===== src/rtl/seven_seg_pkg.sv =====
// Shared definitions for the multiplexed seven-segment counter.
//
// Contents:
//   nibble_t    - one displayed digit (4 bits, hex or BCD)
//   SEG_A/SEG_G - bit positions of segments a and g in a segment word
//   SEG_W       - width of a segment word (a..g)
//   SEG_TABLE   - active-high segment patterns for nibbles 0..F
//   encode()    - nibble -> segment word lookup
package seven_seg_pkg;

    typedef logic [3:0] nibble_t;

    // Segment word layout: bit6..0 = g,f,e,d,c,b,a.
    localparam int SEG_A = 0;
    localparam int SEG_G = 6;
    localparam int SEG_W = SEG_G - SEG_A + 1;

    // Entry 15 (F) first so that SEG_TABLE[n] is the pattern for nibble n.
    localparam logic [15:0][SEG_W-1:0] SEG_TABLE = {
        7'h71, 7'h79, 7'h5E, 7'h39, 7'h7C, 7'h77, 7'h6F, 7'h7F,
        7'h07, 7'h7D, 7'h6D, 7'h66, 7'h4F, 7'h5B, 7'h06, 7'h3F
    };

    function automatic logic [SEG_W-1:0] encode(input nibble_t n);
        return SEG_TABLE[n];
    endfunction

endpackage


===== src/rtl/seven_seg_digit_counter.sv =====
// One digit of the ripple up/down counter.
//
// Ports:
//   clock, reset - system clock, synchronous active-high reset
//   up           - 1 = count up, 0 = count down
//   bcd          - 1 = decimal digit (0-9), 0 = hex digit (0-F)
//   carryIn      - step request from the digit below (or the prescaler)
//   load         - parallel load strobe, beats carryIn
//   loadNibble   - value taken on load (not range-checked)
//   value        - current digit contents
//   carryOut     - carry (up) or borrow (down) into the next digit
module seven_seg_digit_counter
    import seven_seg_pkg::*;
(
    input  logic    clock,
    input  logic    reset,
    input  logic    up,
    input  logic    bcd,
    input  logic    carryIn,
    input  logic    load,
    input  nibble_t loadNibble,
    output nibble_t value,
    output logic    carryOut
);

    nibble_t value_q;
    nibble_t value_d;
    logic    at_top;

    always_comb begin
        // In BCD mode anything >= 9 (including stray A-F) rolls over to 0 with a carry.
        at_top   = bcd ? (value_q >= 4'd9) : (value_q == 4'hF);
        value_d  = value_q;
        carryOut = 1'b0;
        if (load) begin
            value_d = loadNibble;
        end else if (carryIn) begin
            if (up) begin
                if (at_top) begin
                    value_d  = 4'd0;
                    carryOut = 1'b1;
                end else begin
                    value_d = value_q + 4'd1;
                end
            end else if (value_q == 4'd0) begin
                value_d  = bcd ? 4'd9 : 4'hF;
                carryOut = 1'b1;
            end else if (bcd && (value_q > 4'd9)) begin
                // Stray A-F in BCD mode drops to 9 without borrowing.
                value_d = 4'd9;
            end else begin
                value_d = value_q - 4'd1;
            end
        end
    end

    always_ff @(posedge clock) begin
        if (reset) begin
            value_q <= '0;
        end else begin
            value_q <= value_d;
        end
    end

    assign value = value_q;

endmodule


===== src/rtl/seven_seg_mux_counter.sv =====
// N-digit up/down hex/BCD counter with parallel load, leading-zero
// blanking and a time-multiplexed seven-segment driver.
//
// Ports:
//   clock, reset  - system clock, synchronous active-high reset
//   io_en         - count enable (freezes prescaler and counter when 0)
//   io_up         - 1 = count up, 0 = count down
//   io_bcd        - 1 = decimal digits, 0 = hex digits
//   io_blank      - blank leading zero digits (digit 0 never blanked)
//   io_load       - parallel load strobe, io_loadValue nibble i -> digit i
//   io_seg        - registered segments g..a, active-high
//   io_digitSel   - registered one-hot digit enable
//   io_tick       - registered one-cycle pulse on each count step
//   io_value      - counter contents
module seven_seg_mux_counter
    import seven_seg_pkg::*;
#(
    parameter int NUM_DIGITS  = 4,
    parameter int TICK_DIV    = 10000000,
    parameter int REFRESH_DIV = 1000
) (
    input  logic                    clock,
    input  logic                    reset,
    input  logic                    io_en,
    input  logic                    io_up,
    input  logic                    io_bcd,
    input  logic                    io_blank,
    input  logic                    io_load,
    input  logic [4*NUM_DIGITS-1:0] io_loadValue,
    output logic [SEG_W-1:0]        io_seg,
    output logic [NUM_DIGITS-1:0]   io_digitSel,
    output logic                    io_tick,
    output logic [4*NUM_DIGITS-1:0] io_value
);

    localparam int VAL_W  = 4 * NUM_DIGITS;
    localparam int TICK_W = (TICK_DIV > 1) ? $clog2(TICK_DIV) : 1;
    localparam int REF_W  = (REFRESH_DIV > 1) ? $clog2(REFRESH_DIV) : 1;
    localparam int IDX_W  = (NUM_DIGITS > 1) ? $clog2(NUM_DIGITS) : 1;

    // ---------------- prescaler ----------------
    logic [TICK_W-1:0] presc_q, presc_d;
    logic              tick_q, tick_d;
    logic              step;

    always_comb begin
        presc_d = presc_q;
        step    = 1'b0;
        tick_d  = 1'b0;
        if (io_load) begin
            // Load restarts the tick period and swallows a coincident step.
            presc_d = '0;
        end else if (io_en) begin
            if (presc_q == TICK_W'(TICK_DIV - 1)) begin
                presc_d = '0;
                step    = 1'b1;
                tick_d  = 1'b1;
            end else begin
                presc_d = presc_q + TICK_W'(1);
            end
        end
    end

    // ---------------- digit carry chain ----------------
    logic [NUM_DIGITS:0] carry_chain;
    logic [VAL_W-1:0]    value;
    logic                wrap_carry_unused;

    assign carry_chain[0] = step;

    for (genvar i = 0; i < NUM_DIGITS; i++) begin : g_digit
        seven_seg_digit_counter u_digit (
            .clock      (clock),
            .reset      (reset),
            .up         (io_up),
            .bcd        (io_bcd),
            .carryIn    (carry_chain[i]),
            .load       (io_load),
            .loadNibble (io_loadValue[4*i +: 4]),
            .value      (value[4*i +: 4]),
            .carryOut   (carry_chain[i+1])
        );
    end

    // Carry out of the top digit is a full wrap and is simply dropped.
    assign wrap_carry_unused = carry_chain[NUM_DIGITS];

    // ---------------- display multiplexing ----------------
    logic [REF_W-1:0]      refresh_q, refresh_d;
    logic [IDX_W-1:0]      idx_q, idx_d;
    logic [SEG_W-1:0]      seg_q, seg_d;
    logic [NUM_DIGITS-1:0] sel_q, sel_d;
    logic [VAL_W-1:0]      upper;
    logic                  blank;

    always_comb begin
        refresh_d = refresh_q + REF_W'(1);
        idx_d     = idx_q;
        if (refresh_q == REF_W'(REFRESH_DIV - 1)) begin
            refresh_d = '0;
            idx_d     = (idx_q == IDX_W'(NUM_DIGITS - 1)) ? '0 : idx_q + IDX_W'(1);
        end
        // Selected digit and everything above it, shifted down to bit 0.
        upper = value >> {idx_q, 2'b00};
        blank = io_blank && (idx_q != '0) && (upper == '0);
        seg_d = blank ? '0 : encode(value[{idx_q, 2'b00} +: 4]);
        sel_d = NUM_DIGITS'(1) << idx_q;
    end

    always_ff @(posedge clock) begin
        if (reset) begin
            presc_q   <= '0;
            tick_q    <= 1'b0;
            refresh_q <= '0;
            idx_q     <= '0;
            seg_q     <= '0;
            sel_q     <= '0;
        end else begin
            presc_q   <= presc_d;
            tick_q    <= tick_d;
            refresh_q <= refresh_d;
            idx_q     <= idx_d;
            seg_q     <= seg_d;
            sel_q     <= sel_d;
        end
    end

    assign io_seg      = seg_q;
    assign io_digitSel = sel_q;
    assign io_tick     = tick_q;
    assign io_value    = value;

endmodule


===== config.mk =====
export PLATFORM = sky130hd
export DESIGN_NAME = seven_seg_mux_counter
export DESIGN_NICKNAME = d
export VERILOG_FILES = /design/src/rtl/seven_seg_pkg.sv /design/src/rtl/seven_seg_digit_counter.sv /design/src/rtl/seven_seg_mux_counter.sv
export SDC_FILE = /design/constraint.sdc
export NUM_CORES = 1
export LEC_CHECK = 0
export BUFFER_PORTS_ARGS = -buffer_cell sky130_fd_sc_hd__buf_2
export CORE_MARGIN = 4
export CORE_UTILIZATION = 56
export CTS_BUF_LIST = sky130_fd_sc_hd__clkbuf_8
export CTS_CLUSTER_SIZE = 20
export DETAILED_ROUTE_END_ITERATION = 10
export GPL_TIMING_DRIVEN = 0
export HOLD_SLACK_MARGIN = 0.1
export PLACE_DENSITY = 0.77
export SLEW_MARGIN = 5
export SYNTH_ARGS = -nofsm -noshare
export SYNTH_HDL_FRONTEND = slang
export SYNTH_SLANG_ARGS = --single-unit

===== constraint.sdc =====
create_clock -name clock -period 7.3 [get_ports clock]
set_clock_uncertainty 0.05 [all_clocks]
set_input_delay 0.73 -clock clock [delete_from_list [all_inputs] [get_ports clock]]
set_output_delay 0.73 -clock clock [all_outputs]
set_load 0.02 [all_outputs]

-- Word-level counts from Yosys, hierarchy flattened
Memories as Yosys holds them, arrays and structs flattened. A register that Yosys moved wholly into a read port is not among the register bits.
Cells that the tools add are included.
- register bits after elaboration: 57
- ROM bits: 112
- input bits: 23
- output and inout bits: 28
- logic and storage cells: 107
- memories kept: 1
- add/sub/neg operators: 11
- magnitude comparators: 8
- equality and inequality tests: 7
- shift operators: 3
- mux-type cells: 49
- reductions and logical operators: 19
- memories (name ; depth ; width ; read ports ; clocked after Yosys merged registers in ; wr ports ; line ; RTL):
    (name not given) ; 16 ; 7 ; 1 ; 1 ; 0 ; seven_seg_pkg.sv:25 ; return SEG_TABLE[n];
- operator list (kind ; number):
    $mux W4 ; 24
    $add A24 B1 Y24 const B ; 1
    $eq A24 B24 Y1 const B ; 1
    $mux W24 ; 1
    $mux W1 ; 22
    $add A4 B1 Y4 const B ; 4
    $eq A4 B4 Y1 const B ; 4
    $ge A4 B4 Y1 const B ; 4
    $gt A4 B4 Y1 const B ; 4
    $logic_not A16 Y1 ; 1
    $logic_not A4 Y1 ; 4
    $shiftx A16 B5 Y4 ; 1
    $shr A16 B4 Y16 ; 1
    $sub A4 B1 Y4 const B ; 4
    $add A10 B1 Y10 const B ; 1
    $eq A10 B10 Y1 const B ; 1
    $reduce_bool A2 Y1 ; 5
    $logic_and A1 B1 Y1 ; 6
    $reduce_or A2 Y1 ; 3
    $shl A1 B2 Y4 const A ; 1
    $mux W3 ; 1
    $add A2 B1 Y2 const B ; 1
    $eq A2 B2 Y1 const B ; 1
    $mux W2 ; 1

-- Logic depth before layout (Yosys ltp)
Gate-level depths: netlist of run 1.
- depth after elaboration: 12
- gate-level depth with buffers: 9
- depth with buffers taken out: 8

-- Hierarchy
From an unflattened synthesis of run 1, not the netlist that was laid out.
- cell total of the unflattened synthesis: 522
- area total of the unflattened synthesis: 4314.1 um^2
- by module, submodules not included (module ; instances ; cells an instance ; area each (um^2) ; seq. area each (um^2)):
    seven_seg_mux_counter ; 1 ; 274 ; 2442.3 ; 960.9
    seven_seg_digit_counter ; 4 ; 62 ; 467.9 ; 80.1

-- Worst setup path after synthesis of run 1
Ideal clock, no wire load.
- path kind: reg2reg
- start point: reg g_digit[1].u_digit.value_q[0]
- end point: reg g_digit[3].u_digit.value_q[2]
- setup time: 0.067 ns
- data arrival time: 2.467 ns
- required time: 7.183 ns
- slack: 4.716 ns
- cell stages (with the launch flop): 9
- path buffers: 0
- clock period less this slack: 2.584 ns
- cells stage by stage: dfxtp_1 > inv_1 > ha_1 > nor2b_1 > o21ai_0 > a21oi_1 > o41a_4 > a221o_1 > a21oi_2
- word-level cells in the longest chain between the ends: 9
- elaborated cells on any way between the ends: 12
- classes of those cells: 1 x order compare; 1 x eq/ne; 8 x mux; 2 x reduce/logical
- RTL lines (item ; line ; RTL):
    from (decl) ; seven_seg_digit_counter.sv:26 ; nibble_t value_q;
    from (signal assigned) ; seven_seg_digit_counter.sv:61 ; value_q <= value_d;
    $ge A4 B4 Y1 or $eq A4 B4 Y1 (tied branches) ; seven_seg_digit_counter.sv:32 ; at_top = bcd ? (value_q >= 4'd9) : (value_q == 4'hF);
    $mux W1 ; seven_seg_digit_counter.sv:32 ;
    $mux W1 ; seven_seg_digit_counter.sv:39 ; if (at_top) begin
    $mux W1 (*) ; seven_seg_digit_counter.sv:38 ; if (up) begin
    $mux W1 (*) ; seven_seg_digit_counter.sv:37 ; end else if (carryIn) begin
    $mux W1 (*) ; seven_seg_digit_counter.sv:35 ; if (load) begin
    $mux W1 (*) ; seven_seg_digit_counter.sv:37 ;
    $mux W1 (*) ; seven_seg_digit_counter.sv:35 ;
    $reduce_bool A2 Y1 (no source line) (*) ; n/a ;
    to (signal assigned) ; seven_seg_digit_counter.sv:61 ;
    to (decl) ; seven_seg_digit_counter.sv:26 ;
Every way passes the cells marked *; elsewhere a longest branch is shown, timed or not.
A chain may end at the register's enable or synchronous reset.

-- Worst setup path after layout of run 1
Same ends and word-level chain as after synthesis.

==> qor.yml, run 1 <==
outcome:
  status: "completed"
cells_and_area:
  multi_input_area_mm2: 0.00261
  layout_common_cells: "nor2_1 (69), dfxtp_1 (64), buf_2 (48)"
  nets: 616
  seq_area_mm2: 0.00128
  drive_gt1_share_pct: 14.0
  area_growth_pct: 13.0
  diodes: 0
  final_common_cell: "nor2_1"
  fillers: 592
global_route:
  grt_pass1_vias: 3723
  grt-ovfl-total: 0
  grt_pass1_wl_um: 17400
  grtUsageTotal_pct: 24.8
  antenna_found_initial: 0
  grt_max_degree: 11
power:
  power_density_mw_per_mm2: 177
  max-vdd-ir-drop_mv: 0.115
  p_sw_mw: 0.251
  switching_share_pct: 30.7
  seqPwrFrac_pct: 46.2
  internal_power_mw: 0.567
  power_frac_comb_pct: 21.0
  clockPowerShare_pct: 32.8
  p_leak_nw: 1.81
clocking:
  postCtsResizedCells: 0
  numCtsBuffers: 9
  clkTransAtPathRegs_ps: 70
  post_cts_buffers: 0
  h-tree-depth: 3
  cts_hold_buf: 0
  cts.path.max_buffers: 2
  clkSinkCount: 64
  clock_latency_ps: 340
  cts_tree: "yes"
  cts-root-buf: "clkbuf_8"
job:
  drv_cap: 0
synthesis:
  ys_ff_latch: 64
  yosysWarnings: 0
  yosys-top-cells-area: "dfxtp_1 (31%), ha_1 (8.0%), nor2_1 (6.3%)"
  synth_cells: 508
  synth_edf_count: 0
  synthesis.area_mm2: 0.00409
  yosysTopAreaCellShare_pct: 31.3
  ys.flop_type: "dfxtp_1"
  synthDistinctLibCells: 62
  synth_nets: 557
  synth_largest_area_cell: "dfxtp_1"
  syn_area_per_cell_um2: 8.05
  yosysSeqAreaShare_pct: 31.3
  async_reset_ff_share_pct: 0
detailed_routing:
  drtIter0Drc: 346
  drt-pass1-iter-count: 5
  via_count: 3980
  drc: 0
  drt-total-wl_um: 10600
  vias_per_cell: 5.97
  wl_per_cell_um: 15.8
  postRouteAntennaNets: 0
timing:
  setup_viol: 0
  fmax_mhz: 348
  period_share_pct: 39.3
  drv_slew: 0
  tightestPinTransition_ps: 710
  setup_tns_ps: 0
  holdWs_ps: 398
  slew_headroom_pct: 52.2
  finalHoldViolCount: 0
  period_needed_ps: 2870
  rsz0062_at_grt: "false"
placement:
  port_buffers: 48
  place_hpwl_um: 7740
  place.gp.congestion: 0.985
critical_path:
  worstPathMaxFanout: 9
  cp-end-kind: "flip-flop"
  arrival_ps: 3090
  worst-path-buf-inv: 1
  worstPathCellList: "inv_1 > ha_1 > nor2b_1 > o21ai_0 > a21oi_1 > o41a_4 > a221o_1 > a21oi_2"
  critical_path_class: "reg -> reg"
  startpoint_type: "flip-flop"
  path_delay_family: "compound AO/OA/AOI/OAI gates"
  cp_slowest_stage_delay_ps: 570
  crit_required_ps: 7520
  slowest_stage: "o41a_4"
floorplan:
  start_util_pct: 58.9
  die-area_mm2: 0.00873
  io-pin-count: 51
  die_height_um: 93.5
  die_x_um: 93.5
  num_rows: 30
  core_mm2: 0.00694
worst_hold_path:
  min_path_type: "reg -> reg"
## final cells by class
cell class	count	share of cell area [%]
plain buffers	28	2.27
clock buffers	11	3.27
clock inverters	4	0.460
inverters	25	2.03
multi-input cells	391	56.5
flip-flops and latches	64	27.7
well taps	96	2.60
repair buffers	48	5.20
## path summary, 6_finish.rpt
check                                        endpoint                                startpoint  cells after the start  slack, ps
max reg2reg  g_digit[3].u_digit.value[2]$_SDFFE_PP0P_  g_digit[1].u_digit.value[0]$_SDFFE_PP0P_                      8       4430
min                           refresh_q[0]$_SDFF_PP0_                   refresh_q[0]$_SDFF_PP0_                      1        400
max          g_digit[3].u_digit.value[2]$_SDFFE_PP0P_  g_digit[1].u_digit.value[0]$_SDFFE_PP0P_                      8       4430
min reg2reg                   refresh_q[0]$_SDFF_PP0_                   refresh_q[0]$_SDFF_PP0_                      1        400
## cells by family after synthesis
kind of cell,share of synthesized area [%]
compound gates,19.3
xor+xnor,7.49
fa+ha+maj,7.95
buf+inv,4.86
flops,31.3
mux,4.44
simple gates,24.6
## synth_stat cells (3+ instances only)
cell and instances:
o31ai_1 5, nand4_1 7, a31oi_1 8, o21ai_0 24
a21oi_1 22, clkbuf_1 23, and3_1 7, o21a_1 4
nor4_1 6, o211ai_1 6, a311oi_1 5, o22ai_1 5
nand2b_1 8, mux2i_1 8, a221oi_1 8, nor4bb_1 3
mux4_2 4, xor2_1 23, and4_1 3, dfxtp_1 64
or3_1 5, nand3_1 26, nor2b_1 7, nor2_1 69
buf_1 5, nor3_1 12, xnor2_1 12, inv_1 24
nand2_1 36, ha_1 26
## registers in the layout (all words and copies together), names as in the netlist
register	count
io_digitSel	4
io_seg	7
idx_q	2
g_digit.u_digit.value	16
presc_q	24
io_tick	1
refresh_q	10
## power groups by stage
stage | combinational (mW) | sequential [mW] | clock [mW]
after floorplan | 0.111 | 0.393 | 0
after global placement | 0.164 | 0.384 | 0
after detailed placement | 0.168 | 0.384 | 0
after CTS | 0.170 | 0.377 | 0.272
after global routing | 0.189 | 0.379 | 0.292
final | 0.172 | 0.378 | 0.268
## per-stage QoR
stage                     cells  instance area (um^2)  util, %  power (mW)  setup slack (ps)
after global routing        667                  4620     66.6       0.859              4200
after CTS                   667                  4620     66.6       0.818              4460
final                       667                  4620     66.6       0.818              4430
after global placement      652                  4450     64.1       0.549              4400
after floorplan             508                  4090        -       0.504              4720
after detailed placement    652                  4450     64.1       0.553              4360
## routing by layer
metal,track usage (%),vias to the layer above,wire (um)
met1,29.3,1821,4290
met2,42.7,190,5160
met4,10.4,0,279
li1,-,1937,-
met5,0,-,0
met3,5.87,32,821
Power figures use the tool's default switching activity.
==> run 2, diff against run 1 <==
Settings changed: CORE_UTILIZATION 56 to 55, PLACE_DENSITY 0.77 to 0.79.
Clock period 7.3 ns to 2.35 ns, I/O delays scaled along.
==> run 2 against run 1 <==
Net effect:
- register-to-register slack got worse by 4400 ps
- combinational power grew to 3.3 times the previous value
- sequential share of layout area is 1.0 points lower
- fmax grew 26%
- largest cell class unchanged
==> qor.yml, run 2 (synthesis gave the netlist of run 1 again) <==
placement:
  place_inst: 655
  place.gp.congestion: 0.938
  place_hpwl_um: 7690
  place_ws_ps: -276
  port_buffers: 48
critical_path:
  slowest_stage: "o41a_4"
  startpoint_type: "flip-flop"
  crit_required_ps: 2590
  worstPathMaxFanout: 9
  critical_path_class: "reg -> reg"
  cp-end-kind: "flip-flop"
  cp_slowest_stage_delay_ps: 560
  r2r_slack_ps: 80
  path_delay_family: "compound AO/OA/AOI/OAI gates"
  arrival_ps: 2510
  worst-path-buf-inv: 1
  worstPathCellList: "inv_2 > ha_2 > or3b_4 > nor2_1 > a21oi_1 > o41a_4 > a221o_1 > a21oi_2"
timing:
  tightestPinTransition_ps: 791
  setup_tns_ps: 0
  setup_slack_ps: 77.3
  slew_headroom_pct: 46.8
  period_share_pct: 96.7
  finalHoldViolCount: 0
  fmax_mhz: 440
  drv_slew: 0
  setup_viol: 0
  period_needed_ps: 2270
cells_and_area:
  fillers: 614
  largest_reg_flops: 24
  final_common_cell: "nor2_1"
  regMostFlops: "presc_q"
  nets: 628
  diodes: 0
  area_growth_pct: 19.4
  fin_cells: 683
  drive_gt1_share_pct: 21.1
  layout_common_cells: "nor2_1 (67), dfxtp_1 (53), buf_2 (48)"
  finalCoreUtilization_pct: 67.3
floorplan:
  die-area_mm2: 0.00888
  num_rows: 31
  start_util_pct: 56.4
  die_height_um: 94.2
  core_mm2: 0.00725
  io-pin-count: 51
  die_x_um: 94.2
clocking:
  cts.path.max_buffers: 2
  cts_tree: "yes"
  h-tree-depth: 3
  clkSinkCount: 64
  clkTransAtPathRegs_ps: 70
  numCtsBuffers: 9
  cts-root-buf: "clkbuf_8"
  clock_latency_ps: 350
power:
  p_sw_mw: 0.814
  seqPwrFrac_pct: 43.7
  p_leak_nw: 1.93
  power_density_mw_per_mm2: 549
  clockPowerShare_pct: 35.2
  power_frac_comb_pct: 21.1
  switching_share_pct: 30.3
  internal_power_mw: 1.87
  total_power_mw: 2.68
  max-vdd-ir-drop_mv: 0.486
detailed_routing:
  via_count: 3998
  drt-pass1-iter-count: 5
  postRouteAntennaNets: 0
  drt-total-wl_um: 10800
  drc: 0
  vias_per_cell: 5.85
  wl_per_cell_um: 15.8
  drtIter0Drc: 219
worst_hold_path:
  min_path_type: "in -> reg"
global_route:
  grt_pass1_vias: 3837
  grtUsageTotal_pct: 25.1
  grt_max_degree: 12
  grt-ovfl-total: 0
  grt_pass1_wl_um: 17500
  antenna_found_initial: 0
outcome:
  status: "completed"
job:
  drv_cap: 0
-- run 2: changes by cell type in the layout (fill, tap and decap cells not counted), moves of 4 or more --
cell and delta:
inv_1 -6, dlygate4sd3_1 +6, dfxtp_4 +4, dfxtp_1 -11, inv_2 +6, dfxtp_2 +7
clkbuf_1 -5, buf_4 +8
-- run 2: cell type report --
type,count,area (um^2),area share (%)
clock buffers,10,138,2.82
inverters,25,93.8,1.92
flip-flops and latches,64,1310,26.7
repair buffers,62,360,7.38
multi-input cells,391,2700,55.2
well taps,99,124,2.54
clock inverters,6,60.1,1.23
plain buffers,26,109,2.23
-- run 2: final timing paths --
kind                                                  from                                        to  depth (start not counted)
hold / removal                             io_loadValue[8]  g_digit[2].u_digit.value[0]$_SDFFE_PP0P_                          3
setup / recovery  g_digit[2].u_digit.value[0]$_SDFFE_PP0P_  g_digit[3].u_digit.value[2]$_SDFFE_PP0P_                          8
setup reg to reg  g_digit[2].u_digit.value[0]$_SDFFE_PP0P_  g_digit[3].u_digit.value[2]$_SDFFE_PP0P_                          8
hold reg to reg                    refresh_q[0]$_SDFF_PP0_                   refresh_q[0]$_SDFF_PP0_                          1
-- run 2: timing repair --
action                                  in CTS  in global routing
cloned                                       0                  0
endpoints found under the setup margin      23                 27
gates resized for setup                     16                 30
pin swaps                                    4                  1
endpoints found under the hold margin        6                  0
hold buffers                                 6                  0
buffers inserted                             3                  5
-- run 2: routing by layer --
| layer | share of wire, % | global-route usage [%] | wire length, um | vias to the layer above |
|---|---|---|---|---|
| met5 | 0 | 0 | 0 | - |
| met1 | 41 | 28.1 | 4450 | 1866 |
| li1 | - | - | - | 1964 |
| met2 | 49 | 43.7 | 5290 | 134 |
| met4 | 3.1 | 13.4 | 332 | 0 |
| met3 | 6.5 | 6.09 | 701 | 34 |
-- run 2: worst min-delay path, stage by stage --
cell       delay (ps)
buf_2              90
o2111ai_1         100
o31ai_1            60
-- run 2: stage by stage --
stage / hold slack, ps / cell area, um^2
finish: 112 / 4880
global route: 117 / 4880
CTS: 102 / 4790
detailed placement: 389 / 4460
global placement: 375 / 4460
floorplan: 327 / 4090
-- run 2: power by group through the flow --
stage          Combinational (mW)  Sequential, mW  Clock (mW)
5_1_grt                     0.620            1.18        1.02
6_report                    0.567            1.17       0.944
3_3_place_gp                0.510            1.19           0
2_1_floorplan               0.346            1.22           0
3_5_place_dp                0.524            1.19           0
4_1_cts                     0.542            1.17       0.969
==> run 3, diff against run 2 <==
Settings changed: CAP_MARGIN set to 0, CORE_UTILIZATION 55 to 46, PLACE_DENSITY 0.79 to 0.68.
==> run 3 against run 2 <==
Net effect:
- global-route usage shrank 4.1 points
- core utilization shrank 11 points
- largest power group unchanged
- total power decreased by 1.1%
- final cell count is 1.0% higher
- via count rose by 0.43%
- register-to-register slack barely moved
- routed wire length up 0.54%
- die area is 18% higher
- critical endpoint unchanged
- worst hold slack worse by 7.5 ps
- largest cell class unchanged
- highest routed layer unchanged
- first-iteration DRC count is 63% higher
- combinational power down 1%
==> qor.yml, run 3 (synthesis gave the netlist of run 1 again) <==
clocking:
  clkSinkCount: 64
  h-tree-depth: 3
  cts_tree: "yes"
  clock_latency_ps: 340
  numCtsBuffers: 9
  clkTransAtPathRegs_ps: 70
  cts.path.max_buffers: 2
  cts-root-buf: "clkbuf_8"
critical_path:
  endpoint: "g_digit[3].u_digit.value[2]$_SDFFE_PP0P_"
  worstPathCellList: "or4_4 > nor3_4 > nand4_4 > o41a_4 > a221o_1 > a21oi_2"
  cp-end-kind: "flip-flop"
  slowest_stage: "o41a_4"
  crit_required_ps: 2580
  cp_slowest_stage_delay_ps: 560
  path_delay_family: "compound AO/OA/AOI/OAI gates"
  r2r_slack_ps: 70
  worstReg2RegEnd: "g_digit[3].u_digit.value[2]$_SDFFE_PP0P_"
  rr_worst_depth: 6
  arrival_ps: 2510
  worst-path-buf-inv: 0
  worstPathMaxFanout: 5
  cp.depth: 6
  startpoint_type: "flip-flop"
  critical_path_class: "reg -> reg"
  crit_start: "presc_q[7]$_SDFFE_PP0P_"
  worstReg2RegStart: "presc_q[7]$_SDFFE_PP0P_"
global_route:
  grt_pass1_vias: 3735
  grtUsageTotal_pct: 21.0
  antenna_found_initial: 0
  grt_pass1_wl_um: 17500
  grt-ovfl-total: 0
  grt_max_degree: 11
placement:
  place_hpwl_um: 7690
  port_buffers: 48
  place_ws_ps: -268
  place.gp.congestion: 0.880
floorplan:
  die_x_um: 102
  die-area_mm2: 0.0105
  num_rows: 34
  io-pin-count: 51
  core_mm2: 0.00868
  die_height_um: 102
  start_util_pct: 47.1
outcome:
  status: "completed"
timing:
  period_needed_ps: 2280
  finalHoldViolCount: 0
  tightestPinTransition_ps: 676
  fmax_mhz: 438
  setup_viol: 0
  slew_headroom_pct: 54.5
  setup_slack_ps: 69.1
  rsz0062_at_grt: "true"
  period_share_pct: 97.1
  drv_slew: 0
cells_and_area:
  nets: 627
  largest_reg_flops: 24
  area_growth_pct: 19.3
  final_common_cell: "nor2_1"
  diodes: 0
  fillers: 801
  regMostFlops: "presc_q"
  drive_gt1_share_pct: 20.8
  layout_common_cells: "nor2_1 (68), dfxtp_1 (53), buf_2 (48)"
power:
  p_leak_nw: 1.93
  power_density_mw_per_mm2: 544
  total_power_mw: 2.65
  max-vdd-ir-drop_mv: 0.251
job:
  drv_cap: 0
detailed_routing:
  drt-total-wl_um: 10800
  via_count: 4015
  drt-pass1-iter-count: 5
  wl_per_cell_um: 15.7
  postRouteAntennaNets: 0
  drc: 0
  vias_per_cell: 5.82
  drtIter0Drc: 358
worst_hold_path:
  min_path_type: "in -> reg"
==> run 3: changes by cell type in the layout (fill, tap and decap cells not counted), moves of 2 or more <==
cell / previous run / this run
clkbuf_2: 3 / 5
dfxtp_4: 4 / 6
ha_2: 2 / 0
dlygate4sd3_1: 6 / 2
dfxtp_2: 7 / 5
o21ai_1: 1 / 3
==> run 3: worst reg2reg max path: stages, from the launching register on <==
cell,delay [ps]
dfxtp_4,360
or4_4,550
nor3_4,160
nand4_4,150
o41a_4,560
a221o_1,290
a21oi_2,100
==> run 3: where the power goes <==
group / switching (mW) / internal, mW / total (mW)
combinational: 0.332 / 0.230 / 0.561
clock: 0.419 / 0.503 / 0.923
sequential: 0.0483 / 1.12 / 1.17
total: 0.799 / 1.86 / 2.65
==> run 3: stage by stage <==
| stage | instances | setup TNS, ps | hold slack (ps) | area (um^2) | utilization, % |
|---|---|---|---|---|---|
| after floorplan | 508 | 0 | 327 | 4090 | - |
| after global placement | 664 | -2340 | 373 | 4470 | 51.5 |
| after detailed placement | 664 | -2820 | 382 | 4470 | 51.5 |
| after CTS | 685 | 0 | 105 | 4770 | 54.9 |
| after global routing | 690 | -11.4 | 115 | 4880 | 56.2 |
| final | 690 | 0 | 104 | 4880 | 56.2 |
==> run 3: area by class of cell <==
type	instances	area (um^2)	share of cell area (%)
multi-input cells	391	2690	55.2
flip-flops and latches	64	1310	26.8
repair buffers	59	340	6.97
clock buffers	10	138	2.82
well taps	108	135	2.77
plain buffers	28	119	2.44
inverters	25	96.3	1.97
clock inverters	5	50.0	1.03
==> run 3: worst min path at each step <==
stage | from | endpoint | slack [ps] | cells after the start
after global routing | io_loadValue[3] | g_digit[0].u_digit.value[3]$_SDFFE_PP0P_ | 110 | 3
after detailed placement | refresh_q[0]$_SDFF_PP0_ | refresh_q[0]$_SDFF_PP0_ | 380 | 1
after global placement | refresh_q[0]$_SDFF_PP0_ | refresh_q[0]$_SDFF_PP0_ | 370 | 1
final | io_loadValue[5] | g_digit[1].u_digit.value[1]$_SDFFE_PP0P_ | 100 | 3
after floorplan | io_loadValue[7] | g_digit[1].u_digit.value[3]$_SDFFE_PP0P_ | 330 | 2
after CTS | io_loadValue[5] | g_digit[1].u_digit.value[1]$_SDFFE_PP0P_ | 110 | 3
==> run 3: routing by layer <==
metal  routed length, um  track usage (%)
met1                4470             25.4
met2                5330             36.7
met3                 804             4.44
met4                 229             7.37
met5                   0                0
==> run 3: what timing repair did <==
| item | 4_1_cts | 5_1_grt |
|---|---|---|
| endpoints found under the setup margin | 15 | 19 |
| hold buffers | 2 | 0 |
| buffers inserted | 4 | 5 |
| pin swaps | 3 | 7 |
| endpoints found under the hold margin | 2 | 0 |
| resized for setup | 16 | 35 |
